## src/rtl/mips_pkg.sv

```systemverilog
// Shared opcode/funct constants, FSM state encoding and control codes
// for the multi-cycle MIPS-subset controller.
package mips_pkg;

    localparam logic [5:0] OP_RTYPE = 6'h00;
    localparam logic [5:0] OP_J     = 6'h02;
    localparam logic [5:0] OP_BEQ   = 6'h04;
    localparam logic [5:0] OP_ADDI  = 6'h08;
    localparam logic [5:0] OP_ADDIU = 6'h09;
    localparam logic [5:0] OP_ANDI  = 6'h0C;
    localparam logic [5:0] OP_ORI   = 6'h0D;
    localparam logic [5:0] OP_LUI   = 6'h0F;
    localparam logic [5:0] OP_LW    = 6'h23;
    localparam logic [5:0] OP_SW    = 6'h2B;

    localparam logic [5:0] FN_ADDU  = 6'h21;
    localparam logic [5:0] FN_SUBU  = 6'h23;
    localparam logic [5:0] FN_AND   = 6'h24;
    localparam logic [5:0] FN_OR    = 6'h25;
    localparam logic [5:0] FN_SLT   = 6'h2A;

    typedef enum logic [2:0] {
        ST_FETCH  = 3'd0,
        ST_DECODE = 3'd1,
        ST_EXEC   = 3'd2,
        ST_MEM    = 3'd3,
        ST_WB     = 3'd4,
        ST_HALT   = 3'd5
    } state_e;

    typedef enum logic [2:0] {
        ALU_ADD = 3'b000,
        ALU_SUB = 3'b001,
        ALU_AND = 3'b010,
        ALU_OR  = 3'b011,
        ALU_SLT = 3'b100
    } alu_op_e;

    typedef enum logic [1:0] {
        WB_ALU = 2'b00,
        WB_MEM = 2'b01,
        WB_LUI = 2'b10
    } wb_sel_e;

    typedef enum logic [1:0] {
        PC_SEQ = 2'b00,
        PC_BR  = 2'b01,
        PC_JMP = 2'b10
    } pc_src_e;

    typedef enum logic [2:0] {
        CL_ALU_R,
        CL_ALU_I,
        CL_LUI,
        CL_LW,
        CL_SW,
        CL_BEQ,
        CL_J,
        CL_ILL
    } iclass_e;

    typedef struct packed {
        iclass_e cls;
        alu_op_e alu_op;
        logic    ext_op;
        logic    dst_rd;
    } dec_t;

    // Classes whose second ALU operand is the extended immediate
    function automatic logic uses_imm(iclass_e c);
        return (c == CL_ALU_I) || (c == CL_LUI) ||
               (c == CL_LW)    || (c == CL_SW);
    endfunction

endpackage

```

## src/rtl/mc_decode.sv

```systemverilog
// Combinational instruction classifier: class, ALU operation,
// extension mode and destination-field select.
module mc_decode
    import mips_pkg::*;
(
    input  logic [31:0] instr_i,
    output dec_t        dec_o
);

    logic [5:0] op;
    logic [5:0] fn;
    logic       unused_fields;

    assign op = instr_i[31:26];
    assign fn = instr_i[5:0];
    assign unused_fields = ^instr_i[25:6];

    always_comb begin
        dec_o.cls    = CL_ILL;
        dec_o.alu_op = ALU_ADD;
        dec_o.ext_op = 1'b1;
        dec_o.dst_rd = 1'b0;
        case (op)
            OP_RTYPE: begin
                dec_o.cls    = CL_ALU_R;
                dec_o.dst_rd = 1'b1;
                case (fn)
                    FN_ADDU: dec_o.alu_op = ALU_ADD;
                    FN_SUBU: dec_o.alu_op = ALU_SUB;
                    FN_AND:  dec_o.alu_op = ALU_AND;
                    FN_OR:   dec_o.alu_op = ALU_OR;
                    FN_SLT:  dec_o.alu_op = ALU_SLT;
                    default: dec_o.cls    = CL_ILL;
                endcase
            end
            OP_ADDI, OP_ADDIU: begin
                dec_o.cls = CL_ALU_I;
            end
            OP_ANDI: begin
                dec_o.cls    = CL_ALU_I;
                dec_o.alu_op = ALU_AND;
                dec_o.ext_op = 1'b0;
            end
            OP_ORI: begin
                dec_o.cls    = CL_ALU_I;
                dec_o.alu_op = ALU_OR;
                dec_o.ext_op = 1'b0;
            end
            OP_LUI: begin
                dec_o.cls    = CL_LUI;
                dec_o.ext_op = 1'b0;
            end
            OP_LW:  dec_o.cls = CL_LW;
            OP_SW:  dec_o.cls = CL_SW;
            OP_BEQ: begin
                dec_o.cls    = CL_BEQ;
                dec_o.alu_op = ALU_SUB;
            end
            OP_J:   dec_o.cls = CL_J;
            default: dec_o.cls = CL_ILL;
        endcase
    end

endmodule

```

## src/rtl/mc_ctrl.sv

```systemverilog
// Multi-cycle controller FSM: FETCH/DECODE/EXEC/MEM/WB/HALT with
// Moore outputs decoded from state plus the held instruction.
module mc_ctrl
    import mips_pkg::*;
(
    input  logic        clock,
    input  logic        reset,
    input  logic [31:0] instr,
    input  logic        zero,
    output logic        pc_write,
    output logic [1:0]  pc_src,
    output logic        ir_write,
    output logic        reg_write,
    output logic [4:0]  num_write,
    output logic [1:0]  wb_sel,
    output logic        alu_src,
    output logic [2:0]  alu_op,
    output logic        ext_op,
    output logic        mem_write,
    output logic        illegal
);

    dec_t   dec;
    state_e state_q, state_d;
    logic   illegal_q, illegal_d;

    mc_decode u_decode (
        .instr_i (instr),
        .dec_o   (dec)
    );

    always_comb begin
        state_d   = state_q;
        illegal_d = illegal_q;
        unique case (state_q)
            ST_FETCH: state_d = ST_DECODE;
            ST_DECODE: begin
                if (dec.cls == CL_J) begin
                    state_d = ST_FETCH;
                end else if (dec.cls == CL_ILL) begin
                    state_d   = ST_HALT;
                    illegal_d = 1'b1;
                end else begin
                    state_d = ST_EXEC;
                end
            end
            ST_EXEC: begin
                if (dec.cls == CL_BEQ) begin
                    state_d = ST_FETCH;
                end else if (dec.cls == CL_LW || dec.cls == CL_SW) begin
                    state_d = ST_MEM;
                end else begin
                    state_d = ST_WB;
                end
            end
            ST_MEM: begin
                state_d = (dec.cls == CL_LW) ? ST_WB : ST_FETCH;
            end
            ST_WB:   state_d = ST_FETCH;
            ST_HALT: begin
                state_d   = ST_HALT;
                illegal_d = 1'b1;
            end
            default: state_d = ST_FETCH;
        endcase
    end

    always_ff @(posedge clock or negedge reset) begin
        if (!reset) begin
            state_q   <= ST_FETCH;
            illegal_q <= 1'b0;
        end else begin
            state_q   <= state_d;
            illegal_q <= illegal_d;
        end
    end

    always_comb begin
        pc_write  = 1'b0;
        pc_src    = PC_SEQ;
        ir_write  = 1'b0;
        reg_write = 1'b0;
        num_write = 5'd0;
        wb_sel    = WB_ALU;
        alu_src   = 1'b0;
        mem_write = 1'b0;
        unique case (state_q)
            ST_FETCH: begin
                ir_write = 1'b1;
                pc_write = 1'b1;
            end
            ST_DECODE: begin
                if (dec.cls == CL_J) begin
                    pc_write = 1'b1;
                    pc_src   = PC_JMP;
                end
            end
            ST_EXEC: begin
                alu_src = uses_imm(dec.cls);
                // Branch resolution is the one Mealy term: it follows zero
                if (dec.cls == CL_BEQ) begin
                    pc_write = zero;
                    pc_src   = PC_BR;
                end
            end
            ST_MEM: begin
                mem_write = (dec.cls == CL_SW);
            end
            ST_WB: begin
                reg_write = 1'b1;
                num_write = dec.dst_rd ? instr[15:11] : instr[20:16];
                if (dec.cls == CL_LW) begin
                    wb_sel = WB_MEM;
                end else if (dec.cls == CL_LUI) begin
                    wb_sel = WB_LUI;
                end else begin
                    wb_sel = WB_ALU;
                end
            end
            default: ;
        endcase
        // Reset state is FETCH, so its enables must be masked while held
        if (!reset) begin
            pc_write  = 1'b0;
            ir_write  = 1'b0;
            reg_write = 1'b0;
            num_write = 5'd0;
            alu_src   = 1'b0;
            mem_write = 1'b0;
        end
    end

    assign alu_op  = dec.alu_op;
    assign ext_op  = dec.ext_op;
    assign illegal = illegal_q;

endmodule

```

## config.mk

```make
export PLATFORM = sky130hd
export DESIGN_NAME = mc_ctrl
export DESIGN_NICKNAME = d
export VERILOG_FILES = /design/src/rtl/mips_pkg.sv /design/src/rtl/mc_decode.sv /design/src/rtl/mc_ctrl.sv
export SDC_FILE = /design/constraint.sdc
export NUM_CORES = 1
export LEC_CHECK = 0
export CORE_UTILIZATION = 25
export CTS_CLUSTER_DIAMETER = 80
export DETAILED_ROUTE_END_ITERATION = 16
export GPL_ROUTABILITY_DRIVEN = 0
export PLACE_DENSITY = 0.66
export RECOVER_POWER = 25
export SYNTH_ARGS = -nofsm -noshare
export SYNTH_HDL_FRONTEND = slang
export SYNTH_SLANG_ARGS = --single-unit
```

## constraint.sdc

```tcl
create_clock -name clock -period 4.75 [get_ports clock]
set_input_delay 0.95 -clock clock [delete_from_list [all_inputs] [get_ports clock]]
set_output_delay 0.95 -clock clock [all_outputs]
set_load 0.02 [all_outputs]
```

==> results of run 1 <==
-- per-layer routing --
| metal | vias to the layer above | global-route usage (%) | wire (um) |
|---|---|---|---|
| li1 | 441 | - | - |
| met1 | 397 | 17.05 | 893 |
| met2 | 39 | 26.71 | 1015 |
| met3 | 0 | 5.191 | 252 |
| met4 | 0 | 1.250 | 0 |
| met5 | - | 0 | 0 |
-- worst paths after layout --
path	depth (start not counted)	end	slack (ns)
max reg2reg	2	state_q[2]	3.54
max in group asynchronous	1	state_q[2]	3.46
min in group asynchronous	1	state_q[1]	1.04
min reg2reg	1	illegal	0.45
max	7	wb_sel[1]	0.50
min	1	illegal	0.45
-- critical path: stages --
cell and delay [ns]:
clkdlybuf4s50_1 0.70, nand3_1 0.19, a21boi_1 0.18, o221a_1 0.27
nor3_1 0.19, and4bb_1 0.22, clkdlybuf4s50_1 0.61
-- cell type report --
cell class / instances / area (sq um) / share of cell area [%]
clock buffers: 3 / 22.52 / 1.921
inverters: 6 / 22.52 / 1.921
multi-input cells: 78 / 544.3 / 46.42
flip-flops and latches: 4 / 100.1 / 8.538
well taps: 30 / 37.54 / 3.202
repair buffers: 45 / 445.4 / 37.99
-- report_power, final --
group / switching [mW] / internal (mW) / total (mW)
logic: 0.0673 / 0.0731 / 0.140
clock network: 0.0166 / 0.0284 / 0.0450
registers: 0.0224 / 0.0435 / 0.0659
total: 0.106 / 0.145 / 0.251
-- stage by stage --
step                area (sq um)  power, mW
floorplan                  699.4     0.1479
global placement            1152     0.2055
detailed placement          1152     0.2074
CTS                         1175     0.2556
global route                1172     0.2729
finish                      1172     0.2513
-- Yosys cell counts, drive strengths merged (2+ instances only) --
cell     n
nand2b   5
o22ai    2
o41ai    2
and3     3
nand2    3
nand3    4
inv      6
o21ai    6
a21oi    4
nor4b    3
and3b    2
nand4b   2
nor2    13
nor3     7
clkbuf   2
dfrtp    4
and4     2
mux2i    5
buf      4
-- cells by family after synthesis --
group / Yosys count / synth area share [%]
buf+inv: 12 / 7.513
flops: 4 / 14.31
simple gates: 51 / 48.66
mux: 5 / 7.156
xor+xnor: 1 / 1.252
compound gates: 21 / 21.11
-- flip-flops by register name, indices dropped and copies added, names as in the netlist --
register  count
illegal       1
state_q       3
-- placed cells by master, fill, tap and decap left out, types with 2 or more instances in the layout --
master	Yosys	final
and3b_1	2	2
nand3_1	3	3
nor3_4	2	2
o21ai_0	5	5
mux2i_1	5	5
nand4b_1	2	2
nor4b_1	3	3
nor3_1	5	5
clkbuf_4	0	3
o22ai_1	2	2
clkdlybuf4s50_1	0	41
nand2b_1	5	5
nor2_1	11	12
and3_1	3	3
dlygate4sd3_1	0	2
inv_1	6	6
dfrtp_1	4	4
a21oi_1	4	4
buf_4	1	2
and4_1	2	2
nand2_1	3	3
==> flow_summary.ini, run 1 <==
[finish]
drive_gt1_share_pct = 8.088
antenna_cells = 0
fin_nets = 173
fill_cells = 267
post-route-util_pct = 45.66
final_cells = 166
area_growth_pct = 67.62

[worst_setup_path]
endpoint_kind = output port
setup.worst_path.class = in2out
worstPathMaxFanout = 9
cp.required_ns = 3.80
crit_start = instr[26]
r2r_start = state_q[2]
crit_path_start_kind = primary input
worstPathArrival_ns = 3.30

[route]
antenna_left = 0
remaining_drc_errors = 0
first_pass_iters = 4
drtIter0Drc = 32
vias = 877
routed_wl_um = 2160
routed_via_density = 5.283
wl_per_cell_um = 13.01

[global_route]
first_global_vias = 779
grt.overflow.total = 0
grt_pass1_wl_um = 3236
grt_antenna_before_repair = 0
grt_max_degree = 12
globalRouteTotalUtil_pct = 14.70

[cts]
hold_buffers = 0
tritoncts = built
cts.sinks = 4
clk_latency_ns = 0.25
postCtsSetupRepairBufs = 0
cts.path.max_buffers = 2
clk_pin_slew_ns = 0.04
cts_buffers = 3
root_buffer = clkbuf_4
ctsResizeCount = 0
htree_levels = 1

[run]
drv_cap = 0

[synth]
ys_seq_elements = 4
synth_warnings = 0
syn_avg_cell_area_sq_um = 7.441
yosysTopAreaCellShare_pct = 14.31
synthTopCellsByArea = dfrtp_1 14%, mux2i_1 7.2%, nor2_1 5.9%, nor3_4 4.7%, nand2b_1 4.5%
syn-num-nets = 129
async_flop_share_pct = 100.0
synth_top_area_cell = dfrtp_1
synth_edf_count = 0
syn_area_sq_um = 699.4
synthFlopType = dfrtp_1
yosysSeqAreaShare_pct = 14.31
synth_cell_types = 40
syn_inst = 94

[sta]
hold_viol_final = 0
hold_slack_ns = 0.4540
rsz0062_at_grt = false
final_max_slew_viol_count = 0
finalClockSkew_ns = 0.007840
tightest_slew_ns = 0.4725
setup_viol = 0
post-route-period-util_pct = 89.54
slew_headroom_pct = 68.39
fin_crit_ns = 4.253
finalWorstSetupSlack_ns = 0.4969
fin_tns_setup_ns = 0
fmax_mhz = 235.1

[place]
dpl.hpwl_um = 1762
io_buffers = 43
pre_cts_ws_ns = 0.4871
dp_cells = 163

[floorplanning]
die_area_sq_um = 3013
die-height_um = 54.90
rows = 18
io_pins = 54
initial_utilization_pct = 27.24
die_x_um = 54.90
coreArea_sq_um = 2567

[run_status]
outcome = finished, final reports clean

[worst_hold_path]
worst_hold_path_type = reg2reg
min-delay-start = illegal

[power_and_ir_drop]
power_density_nw_per_um2 = 214.4
irDropWorstVdd_v = 0.0002220
p_leak_nw = 0.4522
(Power assumes the default switching activity.)
==> run 2, diff against run 1 <==
--- a/config.mk
+++ b/config.mk
@@ -9,8 +9,10 @@
 export CTS_CLUSTER_DIAMETER = 80
 export DETAILED_ROUTE_END_ITERATION = 16
 export GPL_ROUTABILITY_DRIVEN = 0
+export GPL_TIMING_DRIVEN = 0
 export PLACE_DENSITY = 0.66
 export RECOVER_POWER = 25
+export REMOVE_ABC_BUFFERS = 1
 export SYNTH_ARGS = -nofsm -noshare
 export SYNTH_HDL_FRONTEND = slang
 export SYNTH_SLANG_ARGS = --single-unit
==> run 2 against run 1 <==
  * Total power increased by 0.16%
  * First-iteration DRC count decreased by 47%
  * Clock skew is 0.0062 ns higher
  * Count of clock-buffer cells in the layout unchanged
  * Setup slack got worse by 0.16 ns
  * Largest cell class unchanged
  * Sequential share of layout area increased by 0.092 points
  * Worst hold slack got worse by 0.0037 ns
  * Largest power group unchanged
  * Final cell count decreased by 1.2%
  * Critical path type unchanged
  * Sequential power up 1%
==> flow_summary.ini, run 2 (synthesized netlist as in run 1, its figures left out) <==
[floorplanning]
rows = 18
io_pins = 54
initial_utilization_pct = 27.24
die_x_um = 54.90
die-height_um = 54.90
die_area_sq_um = 3013
coreArea_sq_um = 2567

[worst_setup_path]
crit_path_start_kind = primary input
cp.required_ns = 3.80
endpoint_kind = output port
setup.worst_path.class = in2out
worstPathArrival_ns = 3.46
worstPathMaxFanout = 12

[route]
routed_via_density = 5.323
first_pass_iters = 5
drtIter0Drc = 17
wl_per_cell_um = 13.00
antenna_left = 0
remaining_drc_errors = 0
vias = 873
routed_wl_um = 2132

[sta]
post-route-period-util_pct = 92.90
hold_viol_final = 0
fin_tns_setup_ns = 0
rsz0062_at_grt = false
final_max_slew_viol_count = 0
slew_headroom_pct = 68.58
finalClockSkew_ns = 0.01405
setup_viol = 0
fmax_mhz = 226.6
tightest_slew_ns = 0.4697
fin_crit_ns = 4.413

[place]
dpl.hpwl_um = 1680
io_buffers = 43
place_area_sq_um = 1137
dp_cells = 161

[power_and_ir_drop]
power_density_nw_per_um2 = 217.0
p_sw_mw = 0.1078
power.share.clock_pct = 18.1
power_frac_comb_pct = 55.5
seqPwrFrac_pct = 26.5
p_int_mw = 0.1439
swShare_pct = 42.81
irDropWorstVdd_v = 0.0001465
p_leak_nw = 0.4428
power_mw = 0.2517

[cts]
postCtsSetupRepairBufs = 0
tritoncts = built
cts.path.max_buffers = 2
clk_pin_slew_ns = 0.03
cts_buffers = 3
cts.sinks = 4
root_buffer = clkbuf_4
clk_latency_ns = 0.25
ctsResizeCount = 0
htree_levels = 1
hold_buffers = 0

[finish]
drive_gt1_share_pct = 7.463
final_cell_mix = 40 x clkdlybuf4s50_1, 11 x nor2_1, 6 x inv_1
fin_nets = 171
area_growth_pct = 65.83
largest_register_ffs = 3
top_register = state_q
final_common_cell = clkdlybuf4s50_1
final_cells = 164
antenna_cells = 0
fill_cells = 265
final_area_sq_um = 1160

[run_status]
outcome = finished, final reports clean

[global_route]
grt_antenna_before_repair = 0
globalRouteTotalUtil_pct = 13.89
first_global_vias = 762
grt_max_degree = 13
grt_pass1_wl_um = 3091
grt.overflow.total = 0

[worst_hold_path]
worst_hold_path_type = reg2reg

[run]
drv_cap = 0
[run 2: routing by layer]
| layer | global-route usage (%) | share of wire (%) | vias to the layer above |
|---|---|---|---|
| met5 | 0 | 0 | - |
| met4 | 5.417 | 1.5 | 0 |
| met1 | 15.03 | 43 | 397 |
| met3 | 2.732 | 9.1 | 4 |
| met2 | 26.10 | 46 | 34 |
| li1 | - | - | 438 |
[run 2: area by class of cell]
class	instances	area, sq um	share of cell area [%]
inverter	6	22.52	1.942
sequential	4	100.1	8.630
clock buffer	3	22.52	1.942
timing repair buffer	43	430.4	37.11
tap	30	37.54	3.236
multi-input combinational	78	546.8	47.14
[run 2: metrics by stage]
step / setup WS [ns] / util [%] / hold WS [ns]
after floorplan: 1.177 / - / 0.5815
after global placement: 0.4289 / 44.30 / 0.4513
after detailed placement: 0.4055 / 44.30 / 0.4539
after CTS: 0.4040 / 45.18 / 0.4658
after global routing: 0.1868 / 45.18 / 0.5090
final: 0.3373 / 45.18 / 0.4503
[run 2: power by group through the flow]
stage          clock, mW  combinational, mW  sequential [mW]
2_1_floorplan          0             0.0786           0.0601
3_3_place_gp           0              0.138           0.0655
3_5_place_dp           0              0.140           0.0663
4_1_cts           0.0460              0.140           0.0658
5_1_grt           0.0472              0.154           0.0689
6_report          0.0455              0.140           0.0666
[run 2: final timing paths]
| kind | endpoint | start | slack, ns | cells past startpoint |
|---|---|---|---|---|
| setup reg to reg | state_q[2] | state_q[2] | 3.51 | 2 |
| hold / removal | illegal | illegal | 0.45 | 1 |
| max in group asynchronous | illegal | reset | 3.45 | 1 |
| hold reg to reg | illegal | illegal | 0.45 | 1 |
| min in group asynchronous | state_q[1] | reset | 1.04 | 1 |
| setup / recovery | wb_sel[1] | instr[29] | 0.34 | 7 |
[run 2: worst max-delay path: stages]
cell and delay, ns:
dlygate4sd3_1 0.83, nand3_1 0.20, a21boi_1 0.18, o221a_1 0.28, nor3_1 0.19, and4bb_1 0.22
clkdlybuf4s50_1 0.61
